$ cat src/rtl/fifo_pkg.sv
// rtl/fifo_pkg.sv - shared defaults and pointer sizing for the nbit FIFO
package fifo_pkg;

  localparam int FIFO_DEPTH = 8;
  localparam int FIFO_WIDTH = 32;

  // Address bits plus one wrap bit, so full and empty can be told apart.
  function automatic int ptr_width(input int depth);
    return $clog2(depth) + 1;
  endfunction

endpackage

$ cat src/rtl/fifo_ptr.sv
// rtl/fifo_ptr.sv - wrap-extended FIFO pointer with binary rollover
module fifo_ptr
  import fifo_pkg::*;
#(
  parameter int DEPTH = FIFO_DEPTH
) (
  input  logic                          clk,
  input  logic                          reset,
  input  logic                          inc,
  output logic [ptr_width(DEPTH)-1:0]   ptr,
  output logic [ptr_width(DEPTH)-2:0]   addr
);

  localparam int PW = ptr_width(DEPTH);

  logic [PW-1:0] ptr_q;
  logic [PW-1:0] ptr_d;

  always_comb begin
    ptr_d = ptr_q;
    if (inc) ptr_d = ptr_q + PW'(1);
  end

  always_ff @(posedge clk or negedge reset) begin
    if (!reset) ptr_q <= '0;
    else        ptr_q <= ptr_d;
  end

  assign ptr  = ptr_q;
  assign addr = ptr_q[PW-2:0];

endmodule

$ cat src/rtl/fifo_nbit.sv
// rtl/fifo_nbit.sv - single-clock FIFO with chip select, registered read data and full/empty flags
module fifo_nbit
  import fifo_pkg::*;
#(
  parameter int DEPTH = FIFO_DEPTH,
  parameter int WIDTH = FIFO_WIDTH
) (
  input  logic             clk,
  input  logic             reset,
  input  logic             cs,
  input  logic             we,
  input  logic             re,
  input  logic [WIDTH-1:0] din,
  output logic [WIDTH-1:0] dout,
  output logic             full,
  output logic             empty
);

  localparam int PW = ptr_width(DEPTH);
  localparam int AW = PW - 1;

  logic [WIDTH-1:0] mem_q [DEPTH];
  logic [WIDTH-1:0] dout_q;
  logic [PW-1:0]    wptr;
  logic [PW-1:0]    rptr;
  logic [AW-1:0]    waddr;
  logic [AW-1:0]    raddr;
  logic             wr_en;
  logic             rd_en;

  // Flags come from pointer registers only, so strobes never reach them combinationally.
  assign empty = (wptr == rptr);
  assign full  = (waddr == raddr) && (wptr[PW-1] != rptr[PW-1]);

  assign wr_en = cs && we && !full;
  assign rd_en = cs && re && !empty;

  fifo_ptr #(.DEPTH(DEPTH)) u_wptr (
    .clk  (clk),
    .reset(reset),
    .inc  (wr_en),
    .ptr  (wptr),
    .addr (waddr)
  );

  fifo_ptr #(.DEPTH(DEPTH)) u_rptr (
    .clk  (clk),
    .reset(reset),
    .inc  (rd_en),
    .ptr  (rptr),
    .addr (raddr)
  );

  // Storage is deliberately left uncleared by reset.
  always_ff @(posedge clk) begin
    if (wr_en) mem_q[waddr] <= din;
  end

  always_ff @(posedge clk or negedge reset) begin
    if (!reset)     dout_q <= '0;
    else if (rd_en) dout_q <= mem_q[raddr];
  end

  assign dout = dout_q;

  logic [PW-1:0] occ;
  assign occ = wptr - rptr;

  a_flags_exclusive: assert property (@(posedge clk) disable iff (!reset) !(full && empty));
  a_occ_bounded:     assert property (@(posedge clk) disable iff (!reset) occ <= PW'(DEPTH));

endmodule

$ cat config.mk
export PLATFORM = sky130hd
export DESIGN_NAME = fifo_nbit
export DESIGN_NICKNAME = d
export VERILOG_FILES = /design/src/rtl/fifo_pkg.sv /design/src/rtl/fifo_ptr.sv /design/src/rtl/fifo_nbit.sv
export SDC_FILE = /design/constraint.sdc
export NUM_CORES = 1
export LEC_CHECK = 0
export ABC_AREA = 1
export CAP_MARGIN = 20
export CORE_ASPECT_RATIO = 1.5
export CORE_MARGIN = 2
export CORE_UTILIZATION = 42
export DETAILED_ROUTE_END_ITERATION = 10
export HOLD_SLACK_MARGIN = 0.05
export SYNTH_ARGS = -nofsm -noshare
export SYNTH_HDL_FRONTEND = slang
export SYNTH_SLANG_ARGS = --single-unit
$ cat constraint.sdc
create_clock -name clk -period 3.5 [get_ports clk]
set_input_delay 0.875 -clock clk [delete_from_list [all_inputs] [get_ports clk]]
set_output_delay 0.875 -clock clk [all_outputs]
set_load 0.1 [all_outputs]
==> summary.txt <==
Pwr
  • Pwr/cell area: 824 nW/um^2
  • Leak Pwr: 6.98 nW
  • Clk pwr share: 24.2%
  • Sw frac: 41.9%
  • Internal: 7.21 mW
  • Worst IR Drop VDD: 0.551 mV
  • Gate power share: 39.6%
  • Reg power frac: 36.2%
  • NetSw: 5.20 mW

Setup path
  • R2R cell count: 7
  • Most frequent CP cell: nand2_1
  • Critical path class: flip-flop to output pin
  • Reg2reg start: u_wptr.ptr[2]
  • Critical Path Max Stage Delay: 0.49 ns
  • R2R Setup Slk: 1.10 ns
  • CP Max Fanout: 9
  • CP Launch Point: u_wptr.ptr[2]
  • CP Data Arrival Time: 2.00 ns
  • Startpoint Class: flip-flop
  • Setup crit end: full
  • Worst path required time: 2.62 ns
  • Crit path capture type: output pin
  • Reg2reg end: mem_q[4][1]
  • CP cell instances: inv_2 > nand2_1 > nand2_1 > nand4_1 > inv_1 > buf_12
  • Slowest cell on crit path: dfrtp_1

Place
  • RePlAce Congestion: 0.785
  • IO buf count: 70
  • Cell Area, Placed: 14,100 um^2
  • Worst slack at placement: 0.444 ns
  • DP HPWL: 17.8 mm

Clocking
  • Clock sinks: 296
  • Cts repair resizes: 0
  • Worst-path clk slew: 0.07 ns
  • CTS H-tree lvls: 1
  • TritonCTS clock tree: built
  • Root buffer cell: clkbuf_16
  • Clk_lat worst skew: 0.55 ns
  • Setup Buffers After CTS: 0
  • Hold_buf cts: 0
  • Clock Tree Buf Depth: 3
  • Clock buffer count from CTS: 28

Floorplan
  • Initial Util: 42.3%
  • Core Area: 30,800 um^2
  • Chip width: 148 um
  • Die Ht: 220 um
  • # IOs: 71
  • Die area: 32,500 um^2
  • Row count: 79

Final layout
  • Commonest non-fill, non-tap cells in the layout: nand2_1, inv_1, edfxtp_1
  • Share of post-route cells with drive strength above 1: 9.09%
  • Post-layout nets: 1,447
  • Final instance area: 15,100 um^2
  • Most common cell after layout, fill and taps aside: nand2_1
  • FILL cells: 2,813
  • Synth-to-Final Area Change: 15.6%
  • Diodes inserted: 0
  • Util after Layout: 48.8%

Global routing
  • Largest net degree at the start of global routing: 91
  • Number of global-route vias before repair: 8,232
  • Grt ovf: 0
  • GR Layer Usage met1: 22.1%
  • Initial antenna violation count: 0
  • Gr usage total: 18.1%
  • Grt met3 use: 2.01%
  • Top Usage Layer GRT: met2
  • Met2 Resource Use GR: 32.9%
  • First-pass GRT wire length: 44.9 mm

Synthesis
  • Netlist Area Pre-Place: 13,000 um^2
  • Syn Nets: 1,378
  • YS warnings: 0
  • Simple-Gate Fraction of Synth Area: 22.1%
  • Main combinational cell family by area after synthesis: simple AND/OR/NAND/NOR gates
  • Largest area contributor in the netlist: edfxtp_1
  • Mapped Cells: 1,339
  • Area share of fa/ha/maj cells after synthesis: 0.192%
  • Register area share after synthesis: 66.7%
  • Count of distinct cell types in the synthesized netlist: 21
  • Synth Area per Inst: 9.73 um^2
  • Synth top area share: 59.0%
  • Post-synthesis compound-gate area fraction: 0%
  • Post-synthesis mux area share: 0%
  • XOR/XNOR share of the synthesized area: 0.336%
  • #FFs+latches synth: 296
  • Top cells by area, synth: edfxtp_1, nand2_1, dfrtp_1

STA
  • RSZ-0062 raised after global routing: false
  • Final worst path period share: 82.3%
  • Worst Setup Slack, final: 0.621 ns
  • Achievable frequency: 0.347 GHz
  • Fin Setup TNS: 0 ns
  • Setup violators final: 0
  • Fin Clk Skew: 0.0129 ns
  • Max-slew violations: 0
  • Transition time of the tightest slew-check pin: 1.01 ns
  • Slew headroom: 32.7%
  • Fin crit period: 2.88 ns
  • Final Hold Viols: 0

Routing
  • Routed wire length: 29.1 mm
  • Via Count: 8,557
  • Drt initial violations: 509
  • Vias per Instance: 4.66
  • WL/cell: 15.8 um
  • DRC Markers: 0
  • Final ANT Viol Nets: 0
  • Pre-antenna DRT Iters: 8

Status
  • Outcome: finished clean

Hold path
  • HP Class: input port to async pin

Job
  • Max Cap Viol: 0
## power groups by stage
stage	clock, mW	sequential, mW	combinational [mW]
6_report	3.01	4.49	4.91
5_1_grt	3.20	4.53	5.35
4_1_cts	3.08	4.49	4.98
3_5_place_dp	0	4.56	4.97
3_3_place_gp	0	4.55	4.93
2_1_floorplan	0	5.74	2.54
## state kept, by name, indices dropped and copies added (netlist names)
register,count
u_rptr.ptr,4
u_wptr.ptr,4
mem_q,256
dout,32
## cells in the mapped netlist, drive strengths merged
cell type,count
nand2,555
dfrtp,40
xor2,4
edfxtp,256
nand4,1
clkbuf,9
buf,50
ha,2
inv,269
xnor2,1
nor2,12
nand3,140
## worst max-delay path, delay by kind of cell (launching register included)
kind / cells / cell delay [ns]
buffers and inverters: 3 / 0.55
DFF: 1 / 0.49
and+or+nand+nor: 3 / 0.40
## cell families (layout without fill, tap and decap cells)
kind of cell  count (synthesis)  in the layout
flops                       296            296
buf+inv                     328            419
xor+xnor                      5              5
fa+ha+maj                     2              2
simple gates                708            708
## metal layers
layer / share of wire [%] / up-vias / wire length, um
met5: 0 / - / 0
met4: 2.8 / 0 / 806
met3: 3.7 / 55 / 1080
met2: 52 / 177 / 15000
met1: 42 / 4052 / 12200
li1: - / 4273 / -
## area by class of cell
type / count / area [um^2] / share of cell area [%]
clock buffer: 39 / 783 / 5.20
multi-input combinational: 715 / 3010 / 20.0
clock inverter: 13 / 136 / 0.905
inverter: 269 / 1010 / 6.71
sequential: 296 / 8690 / 57.7
tap: 405 / 507 / 3.36
timing repair buffer: 98 / 921 / 6.11
## worst min path at each step
stage | slack, ns | to | depth (start not counted) | start
after global placement | 0.46 | dout[3] | 2 | dout[3]
after global routing | 0.30 | dout[1] | 2 | reset
after CTS | 0.29 | dout[1] | 2 | reset
after detailed placement | 0.47 | dout[3] | 2 | dout[3]
final | 0.29 | dout[1] | 2 | reset
after floorplan | 0.48 | u_rptr.ptr[3] | 2 | u_rptr.ptr[3]
## per-stage QoR
step                      total power [mW]  std cells  hold WS [ns]
after floorplan                       8.28       1339         0.484
after global placement                9.48       1783         0.465
after detailed placement              9.52       1783         0.467
after CTS                             12.5       1835         0.285
after global routing                  13.1       1835         0.304
final                                 12.4       1835         0.292
No activity file was read; power rests on OpenSTA's default activity.
